$ cat src/rtl/cpu_pkg.sv
// -----------------------------------------------------------------------------
// cpu_pkg
// Shared types and defaults for the multicycle MIPS core control path.
//   seq_state_t      : sequencer phase encoding, visible on the phase port
//   DEFAULT_RESET_PC : PC loaded on reset
//   DEFAULT_TIMEOUT  : wait cycles allowed per memory access before a fault
// -----------------------------------------------------------------------------
package cpu_pkg;

   typedef enum logic [2:0] {
      IDLE  = 3'd0,
      FETCH = 3'd1,
      EXEC  = 3'd2,
      MEM   = 3'd3,
      WB    = 3'd4,
      FAULT = 3'd7
   } seq_state_t;

   localparam logic [31:0] DEFAULT_RESET_PC = 32'h0000_0000;
   localparam int unsigned DEFAULT_TIMEOUT  = 32'd15;

endpackage

$ cat src/rtl/mem_watchdog.sv
// -----------------------------------------------------------------------------
// mem_watchdog
// Counts consecutive wait cycles of one memory access and flags expiry.
//   clk     in  : core clock
//   rst     in  : synchronous active-high reset
//   clear   in  : no access in progress; counter held at zero
//   waiting in  : request outstanding and memory not ready this cycle
//   expired out : this cycle is wait number TIMEOUT; the access must fault
// -----------------------------------------------------------------------------
module mem_watchdog #(
   parameter int unsigned TIMEOUT = 32'd15
) (
   input  logic clk,
   input  logic rst,
   input  logic clear,
   input  logic waiting,
   output logic expired
);

   localparam int unsigned CW = $clog2(TIMEOUT + 32'd1);

   logic [CW-1:0] r_cnt;

   // Counter holds the number of wait cycles already spent by the current access.
   always_ff @(posedge clk) begin
      if (rst) begin
         r_cnt <= '0;
      end else if (clear) begin
         r_cnt <= '0;
      end else if (waiting && (r_cnt != CW'(TIMEOUT))) begin
         r_cnt <= r_cnt + CW'(1);
      end else begin
         r_cnt <= r_cnt;
      end
   end

   // TIMEOUT-1 waits already elapsed and still not ready: this edge faults.
   assign expired = waiting && (r_cnt == CW'(TIMEOUT - 32'd1));

endmodule

$ cat src/rtl/multicycle_sequencer.sv
// -----------------------------------------------------------------------------
// multicycle_sequencer
// Phase FSM (IDLE/FETCH/EXEC/MEM/WB/FAULT) for the multicycle MIPS core with a
// req/ready memory handshake. Owns PC, instruction register, load-data
// register, retired-instruction counter and the memory timeout watchdog.
//   clk, rst              : core clock, synchronous active-high reset
//   run                   : permit starting a new instruction (IDLE/WB only)
//   mem_req/mem_we        : memory request (held until ready) and write strobe
//   mem_is_fetch          : 1 = instruction fetch from pc, 0 = data access
//   mem_ready/mem_rdata   : access completion and read data
//   dec_load/store/gp_we  : decoded instruction class from the datapath
//   next_pc               : PC successor from decode
//   pc/instr/load_data    : architectural registers held here
//   gpr_we                : GPR write enable, one cycle per retired instruction
//   phase/fault/instret   : state encoding, sticky fault, retired count
// -----------------------------------------------------------------------------
module multicycle_sequencer
   import cpu_pkg::*;
#(
   parameter int unsigned      XLEN     = 32'd32,
   parameter logic [XLEN-1:0]  RESET_PC = XLEN'(DEFAULT_RESET_PC),
   parameter int unsigned      TIMEOUT  = DEFAULT_TIMEOUT,
   parameter int unsigned      CNT_W    = 32'd32
) (
   input  logic             clk,
   input  logic             rst,
   input  logic             run,
   output logic             mem_req,
   output logic             mem_we,
   output logic             mem_is_fetch,
   input  logic             mem_ready,
   input  logic [XLEN-1:0]  mem_rdata,
   input  logic             dec_load,
   input  logic             dec_store,
   input  logic             dec_gp_we,
   input  logic [XLEN-1:0]  next_pc,
   output logic [XLEN-1:0]  pc,
   output logic [XLEN-1:0]  instr,
   output logic [XLEN-1:0]  load_data,
   output logic             gpr_we,
   output logic [2:0]       phase,
   output logic             fault,
   output logic [CNT_W-1:0] instret
);

   seq_state_t       r_state;
   seq_state_t       w_state_nxt;
   logic [XLEN-1:0]  r_pc;
   logic [XLEN-1:0]  r_instr;
   logic [XLEN-1:0]  r_load_data;
   logic [CNT_W-1:0] r_instret;
   logic             w_access;
   logic             w_waiting;
   logic             w_expired;

   // Ready is only meaningful while a request is outstanding.
   assign w_access  = (r_state == FETCH) || (r_state == MEM);
   assign w_waiting = w_access && !mem_ready;

   mem_watchdog #(
      .TIMEOUT (TIMEOUT)
   ) u_watchdog (
      .clk     (clk),
      .rst     (rst),
      .clear   (!w_access),
      .waiting (w_waiting),
      .expired (w_expired)
   );

   // Phase state register.
   always_ff @(posedge clk) begin
      if (rst) begin
         r_state <= IDLE;
      end else begin
         r_state <= w_state_nxt;
      end
   end

   // Next-phase logic.
   always_comb begin
      w_state_nxt = r_state;
      case (r_state)
         IDLE: begin
            if (run) w_state_nxt = FETCH;
            else     w_state_nxt = IDLE;
         end
         FETCH: begin
            if (mem_ready)      w_state_nxt = EXEC;
            else if (w_expired) w_state_nxt = FAULT;
            else                w_state_nxt = FETCH;
         end
         EXEC: begin
            if (dec_load || dec_store) w_state_nxt = MEM;
            else                       w_state_nxt = WB;
         end
         MEM: begin
            if (mem_ready)      w_state_nxt = WB;
            else if (w_expired) w_state_nxt = FAULT;
            else                w_state_nxt = MEM;
         end
         WB: begin
            if (run) w_state_nxt = FETCH;
            else     w_state_nxt = IDLE;
         end
         FAULT:   w_state_nxt = FAULT;
         // Unreachable encodings are treated as a fault so they stay visible.
         default: w_state_nxt = FAULT;
      endcase
   end

   // Instruction register: captured on fetch completion, frozen otherwise.
   always_ff @(posedge clk) begin
      if (rst) begin
         r_instr <= '0;
      end else if ((r_state == FETCH) && mem_ready) begin
         r_instr <= mem_rdata;
      end else begin
         r_instr <= r_instr;
      end
   end

   // Load data: a load that is also flagged as a store behaves as a store.
   always_ff @(posedge clk) begin
      if (rst) begin
         r_load_data <= '0;
      end else if ((r_state == MEM) && mem_ready && dec_load && !dec_store) begin
         r_load_data <= mem_rdata;
      end else begin
         r_load_data <= r_load_data;
      end
   end

   // PC and retired count advance together on the WB edge.
   always_ff @(posedge clk) begin
      if (rst) begin
         r_pc      <= RESET_PC;
         r_instret <= '0;
      end else if (r_state == WB) begin
         r_pc      <= next_pc;
         r_instret <= r_instret + CNT_W'(1);
      end else begin
         r_pc      <= r_pc;
         r_instret <= r_instret;
      end
   end

   // Moore output decode from the phase register.
   always_comb begin
      mem_req      = 1'b0;
      mem_we       = 1'b0;
      mem_is_fetch = 1'b0;
      gpr_we       = 1'b0;
      fault        = 1'b0;
      case (r_state)
         FETCH: begin
            mem_req      = 1'b1;
            mem_is_fetch = 1'b1;
         end
         MEM: begin
            mem_req = 1'b1;
            mem_we  = dec_store;
         end
         WB:      gpr_we = dec_gp_we;
         FAULT:   fault  = 1'b1;
         default: begin
            mem_req = 1'b0;
         end
      endcase
   end

   assign phase     = r_state;
   assign pc        = r_pc;
   assign instr     = r_instr;
   assign load_data = r_load_data;
   assign instret   = r_instret;

endmodule

$ cat config.mk
export PLATFORM = sky130hd
export DESIGN_NAME = multicycle_sequencer
export DESIGN_NICKNAME = d
export VERILOG_FILES = /design/src/rtl/cpu_pkg.sv /design/src/rtl/mem_watchdog.sv /design/src/rtl/multicycle_sequencer.sv
export SDC_FILE = /design/constraint.sdc
export NUM_CORES = 1
export LEC_CHECK = 0
export ABC_CLOCK_PERIOD_IN_PS = 1800
export BUFFER_PORTS_ARGS = -buffer_cell sky130_fd_sc_hd__buf_2
export CAP_MARGIN = 20
export CORE_ASPECT_RATIO = 1.25
export CORE_MARGIN = 3
export CORE_UTILIZATION = 40
export DETAILED_ROUTE_END_ITERATION = 6
export PLACE_DENSITY = 0.74
export SLEW_MARGIN = 0
export SYNTH_ARGS = -nofsm -noshare
export SYNTH_HDL_FRONTEND = slang
export SYNTH_SLANG_ARGS = --single-unit
export TNS_END_PERCENT = 30
$ cat constraint.sdc
create_clock -name clk -period 1.8 [get_ports clk]
set_input_delay 0.18 -clock clk [delete_from_list [all_inputs] [get_ports clk]]
set_output_delay 0.18 -clock clk [all_outputs]
set_load 0.03 [all_outputs]
Word level (Yosys, flattened, before mapping)
Cells that the tools add are included.
{"block": "classes", "addsub": 2, "multipliers": 0, "n_div": 0, "magnitude_cmp": 0, "n_eq_ne": 7, "shift": 0, "n_mux": 12, "bitwise_logic": 1, "n_reduce_logical": 15}
{"op": "32-bit by 1-bit adder with 32-bit output, second input constant", "n": 1}
{"op": "3-bit two-way mux", "n": 5}
{"op": "3-bit case mux with 4 select lines", "n": 1}
{"op": "1-bit logical AND", "n": 7}
{"op": "3-bit by 2-bit equality test with 1-bit output, second input constant", "n": 2}
{"op": "3-bit equality test, second input constant", "n": 2}
{"op": "1-bit two-way mux", "n": 6}
{"op": "2-bit OR reduction", "n": 3}
{"op": "4-bit by 1-bit adder with 4-bit output, second input constant", "n": 1}
{"op": "4-bit equality test, second input constant", "n": 1}
{"op": "4-bit inequality test, second input constant", "n": 1}
{"op": "3-bit by 1-bit equality test with 1-bit output, second input constant", "n": 1}
{"op": "3-bit logical NOT", "n": 1}
{"op": "1-bit logical NOT", "n": 2}
{"op": "1-bit logical OR", "n": 2}
{"op": "1-bit NOT", "n": 1}
{"block": "totals", "reg_bits": 135, "latch_bits": 0, "ram_bits": 0, "romBits": 0, "in_bits": 71, "output_inout_bits": 136, "word_cells": 43, "mem_count": 0}

Depth between registers and ports, before layout
{"block": "logic_depth", "word_depth": 7, "mapped_depth": 7}

Hierarchy
A second synthesis with hierarchy kept.
{"block": "hier_totals", "hier_cells": 654, "hier_area_um2": 5227.5}
{"module": "multicycle_sequencer", "instances": 1, "cells_per_inst": 632, "area_each_um2": 5011.1, "seq_area_each_um2": 2622.5}
{"module": "mem_watchdog", "instances": 1, "cells_per_inst": 22, "area_each_um2": 216.5, "seq_area_each_um2": 80.1}

Worst setup path before layout
No wires, ideal clock.
{"block": "synth_timing", "path_type": "reg-to-reg", "startpoint": "register r_state[0] (netlist: phase[0])", "endpoint": "register r_instr[14] (netlist: instr[14])", "t_arrival_ps": 2287, "t_required_ps": 1668, "slack_ps": -620, "stages_incl_launch_ff": 7, "path_buffers": 2, "period_less_slack_ps": 2420, "cell_sequence": "dfxtp_1 -> clkbuf_1 -> nor3b_1 -> nand2_1 -> clkbuf_1 -> nand2_1 -> a21oi_1"}
{"block": "synth_via", "elab_chain_cells": 2}
{"item": "start: declaration", "line_no": "multicycle_sequencer.sv:46", "source": "seq_state_t r_state;"}
{"item": "start signal: assignment", "line_no": "multicycle_sequencer.sv:75", "source": "r_state <= w_state_nxt;"}
{"item": "3-bit by 1-bit equality test with 1-bit output", "line_no": "multicycle_sequencer.sv:115", "source": "end else if ((r_state == FETCH) && mem_ready) begin"}
{"item": "1-bit logical AND", "line_no": "multicycle_sequencer.sv:115"}
{"item": "end signal: assignment", "line_no": "multicycle_sequencer.sv:116", "source": "r_instr <= mem_rdata;"}
{"item": "end signal: assignment", "line_no": "multicycle_sequencer.sv:118", "source": "r_instr <= r_instr;"}
{"item": "end: declaration", "line_no": "multicycle_sequencer.sv:49", "source": "logic [XLEN-1:0] r_instr;"}
No other way between the ends.
A chain may end at the register's enable or synchronous reset.

Worst setup path in the final report
{"block": "layout_timing", "startpoint": "register r_state[1] (netlist: phase[1])", "endpoint": "register r_instret[28] (netlist: instret[28])"}
{"block": "layout_via", "elab_chain_cells": 1}
{"item": "3-bit equality test", "line_no": "multicycle_sequencer.sv:138", "source": "end else if (r_state == WB) begin"}
{"item": "end signal: assignment", "line_no": "multicycle_sequencer.sv:140", "source": "r_instret <= r_instret + CNT_W'(1);"}
{"item": "end signal: assignment", "line_no": "multicycle_sequencer.sv:143", "source": "r_instret <= r_instret;"}
{"item": "end: declaration", "line_no": "multicycle_sequencer.sv:51", "source": "logic [CNT_W-1:0] r_instret;"}
No other way between the ends.

==> qor.csv <==
stage,metric,value,unit
outcome,run_status,"finished, final reports clean",
timing,worst_pin_slew,0.563,ns
placed_design,placed_area,6650,um^2
timing,finalHoldViolations,0,
clock_tree,h-tree-depth,4,
yosys,yosysTopAreaCell,dfxtp_1,
setup_path,startpoint_type,register,
setup_path,arrival,2.12,ns
timing,period_needed,1.78,ns
yosys,synth_edf_count,0,
yosys,ys_top_cells_by_count,"nand2_1 (211), dfxtp_1 (135), a21oi_1 (117)",
setup_path,timing_worst_setup_path_type,reg -> reg,
clock_tree,cts_buffers,17,
layout,fill_cells,1195,
pwr,finalPower,7.37,mW
yosys,yosysUniqueCellTypes,34,
floorplan,rows,46,
drt,vias_per_cell,4.97,
floorplan,fp.dieW,108,um
placed_design,numPortBuffers,206,
pwr,p_int,5.67,mW
layout,fin_area,7670,um^2
run,cap_violations,0,
pwr,switching_share,23.1,%
yosys,postSynthAreaPerCell,7.98,um^2
yosys,synthesis.nets,732,
yosys,ys_seq_area_share,51.5,%
grt,track_usage,20.5,%
drt,wire_per_inst,14.1,um
layout,layout-drive-gt1-share,31.8,%
timing,fmax,0.562,GHz
floorplan,ios,207,
yosys,async_flop_share,0,%
pwr,power_leakage,3.31,nW
drt,drtIter0Drc,279,
hold_path,hp-class,in -> reg,
placed_design,hpwlAfterDp,10100,um
yosys,synth_seq_cells,135,
yosys,netlist_instances,658,
timing,setup_viol,0,
drt,drt_wl_total,15300,um
pwr,power.density,961,nW/um^2
yosys,synth.top_cell.area_share,51.5,%
clock_tree,cts_buffer_depth,2,
clock_tree,cts_num_sinks,135,
drt,antenna_left,0,
floorplan,start_util,41.1,%
clock_tree,clock_latency,0.41,ns
yosys,dominantRegCellSynth,dfxtp_1,
drt,first_pass_iters,5,
layout,syn2layout_area_growth,46.2,%
placed_design,gp_congestion,0.772,
grt,grt_pass1_wl,23900,um
setup_path,critPathCaptureType,register,
layout,final_core_util,60.0,%
floorplan,dieArea,14500,um^2
pwr,ir_drop,0.000615,V
floorplan,die_h,134,um
timing,rsz0062_at_grt,yes,
grt,grt-ovfl-total,0,
timing,fin_worst_skew,0.00650,ns
clock_tree,cts-root-buf,clkbuf_16,
yosys,synth.area.top_cells,"dfxtp_1 (51%), nand2_1 (15%), a21oi_1 (11%)",
pwr,p_seq_share,41.8,%
yosys,yosysMostFrequentCell,nand2_1,
yosys,synth_area,5250,um^2
grt,antenna_found_initial,1,
drt,vias,5409,
drt,drc,0,
grt,grt_max_degree,65,
layout,ff_latch_area,2710,um^2
timing,fin_crit_sh,98.9,%
timing,drv_slew,0,
floorplan,core-area,12800,um^2
setup_path,crit_required,2.14,ns
pwr,switching_power,1.70,mW
pwr,combPwrFrac,8.5,%
grt,grt_pass1_vias,4987,
timing,fin_tns_setup,0,ns
pwr,pwr-share-clk,49.7,%
setup_path,cp_max_fo,12,
clock_tree,cts_tree,yes,
layout,multi_input_area,2400,um^2
yosys,yosys_warnings,0,
timing,relSlewSlack,62.5,%
layout,finalNetCount,982,
clock_tree,clkTransAtPathRegs,0.06,ns
## logic make-up (layout without fill, tap and decap cells)
family | after synthesis | in the layout | share of synthesized area, %
compound gates | 142 | 142 | 14.4
other cells | 0 | 1 | 0
buf+inv | 51 | 313 | 3.79
flops | 135 | 135 | 51.5
xor+xnor | 11 | 11 | 1.84
simple gates | 311 | 311 | 26.7
fa+ha+maj | 3 | 3 | 0.715
mux | 5 | 5 | 1.07
## cell usage in the layout, fill, tap and decap left out, types with 4 or more instances in the layout
cell	instances
nand2_1	211
buf_2	204
dfxtp_1	132
a21oi_1	116
buf_4	35
dlygate4sd3_1	27
nor2_1	20
clkbuf_16	18
nand3_1	15
or4_1	13
o31ai_1	12
nand4_1	9
inv_1	8
o21ai_0	8
xor2_1	8
and3_1	7
or3_1	6
and4_1	5
nor2b_1	5
nor4_1	4
mux2_1	4
bufinv_16	4
buf_12	4
## path summary, 6_finish.rpt
kind / to / depth (start not counted) / startpoint / slack [ns]
min: pc[25] / 3 / next_pc[25] / 0.02
max: instret[28] / 6 / phase[1] / 0.02
max reg2reg: instret[28] / 6 / phase[1] / 0.02
min reg2reg: load_data[13] / 2 / load_data[13] / 0.45
## worst max-delay path, cell delays in order, from the launching register on
cell and delay (ns):
dfxtp_2 0.34, nor3b_4 0.25, buf_4 0.17, nand4_1 0.11
buf_6 0.17, or4_1 0.53, a21oi_2 0.15
## sequential cells by signal, indices dropped and copies added (netlist names)
name,flops
instr,32
instret,32
load_data,32
pc,32
u_watchdog.r_cnt,4
phase,3
## layout make-up
cell class	instances	share of cell area, %
clock buffers	19	5.90
repair buffers	274	22.1
clock inverters	12	2.30
inverters	8	0.391
diodes	1	0.0326
flip-flops and latches	135	35.3
well taps	168	2.74
multi-input cells	472	31.3
## per-layer routing
metal	wire, um	up-vias	GRT usage, %
met2	7810	177	34.1
met4	381	2	8.98
li1	-	2737	-
met3	1020	33	6.40
met1	6100	2460	24.0
met5	7	-	0
## power groups by stage
stage / registers [mW] / clock network (mW) / logic, mW
final: 3.08 / 3.66 / 0.630
after global routing: 3.09 / 3.85 / 0.685
after floorplan: 3.26 / 0 / 0.217
after detailed placement: 3.15 / 0 / 0.568
after CTS: 3.08 / 3.74 / 0.618
after global placement: 3.14 / 0 / 0.565
## metrics by stage
| stage | instances | worst slack [ns] | hold WS [ns] |
|---|---|---|---|
| 6_report | 1089 | 0.0192 | 0.0233 |
| 3_3_place_gp | 1023 | 0.0223 | 0.419 |
| 4_1_cts | 1083 | -0.000989 | 0.000195 |
| 2_1_floorplan | 658 | -0.107 | 0.316 |
| 3_5_place_dp | 1023 | -0.0170 | 0.426 |
| 5_1_grt | 1088 | -0.110 | 0.00635 |
## repair_timing
item / CTS / global route
endpoints found under the hold margin: 27 / 0
cloned: 0 / 1
setup endpoints to repair: 2 / 15
hold buffers: 27 / 0
gates resized for setup: 5 / 8
buffers inserted: 2 / 4
pin swaps: 1 / 1
(Power assumes the default switching activity.)
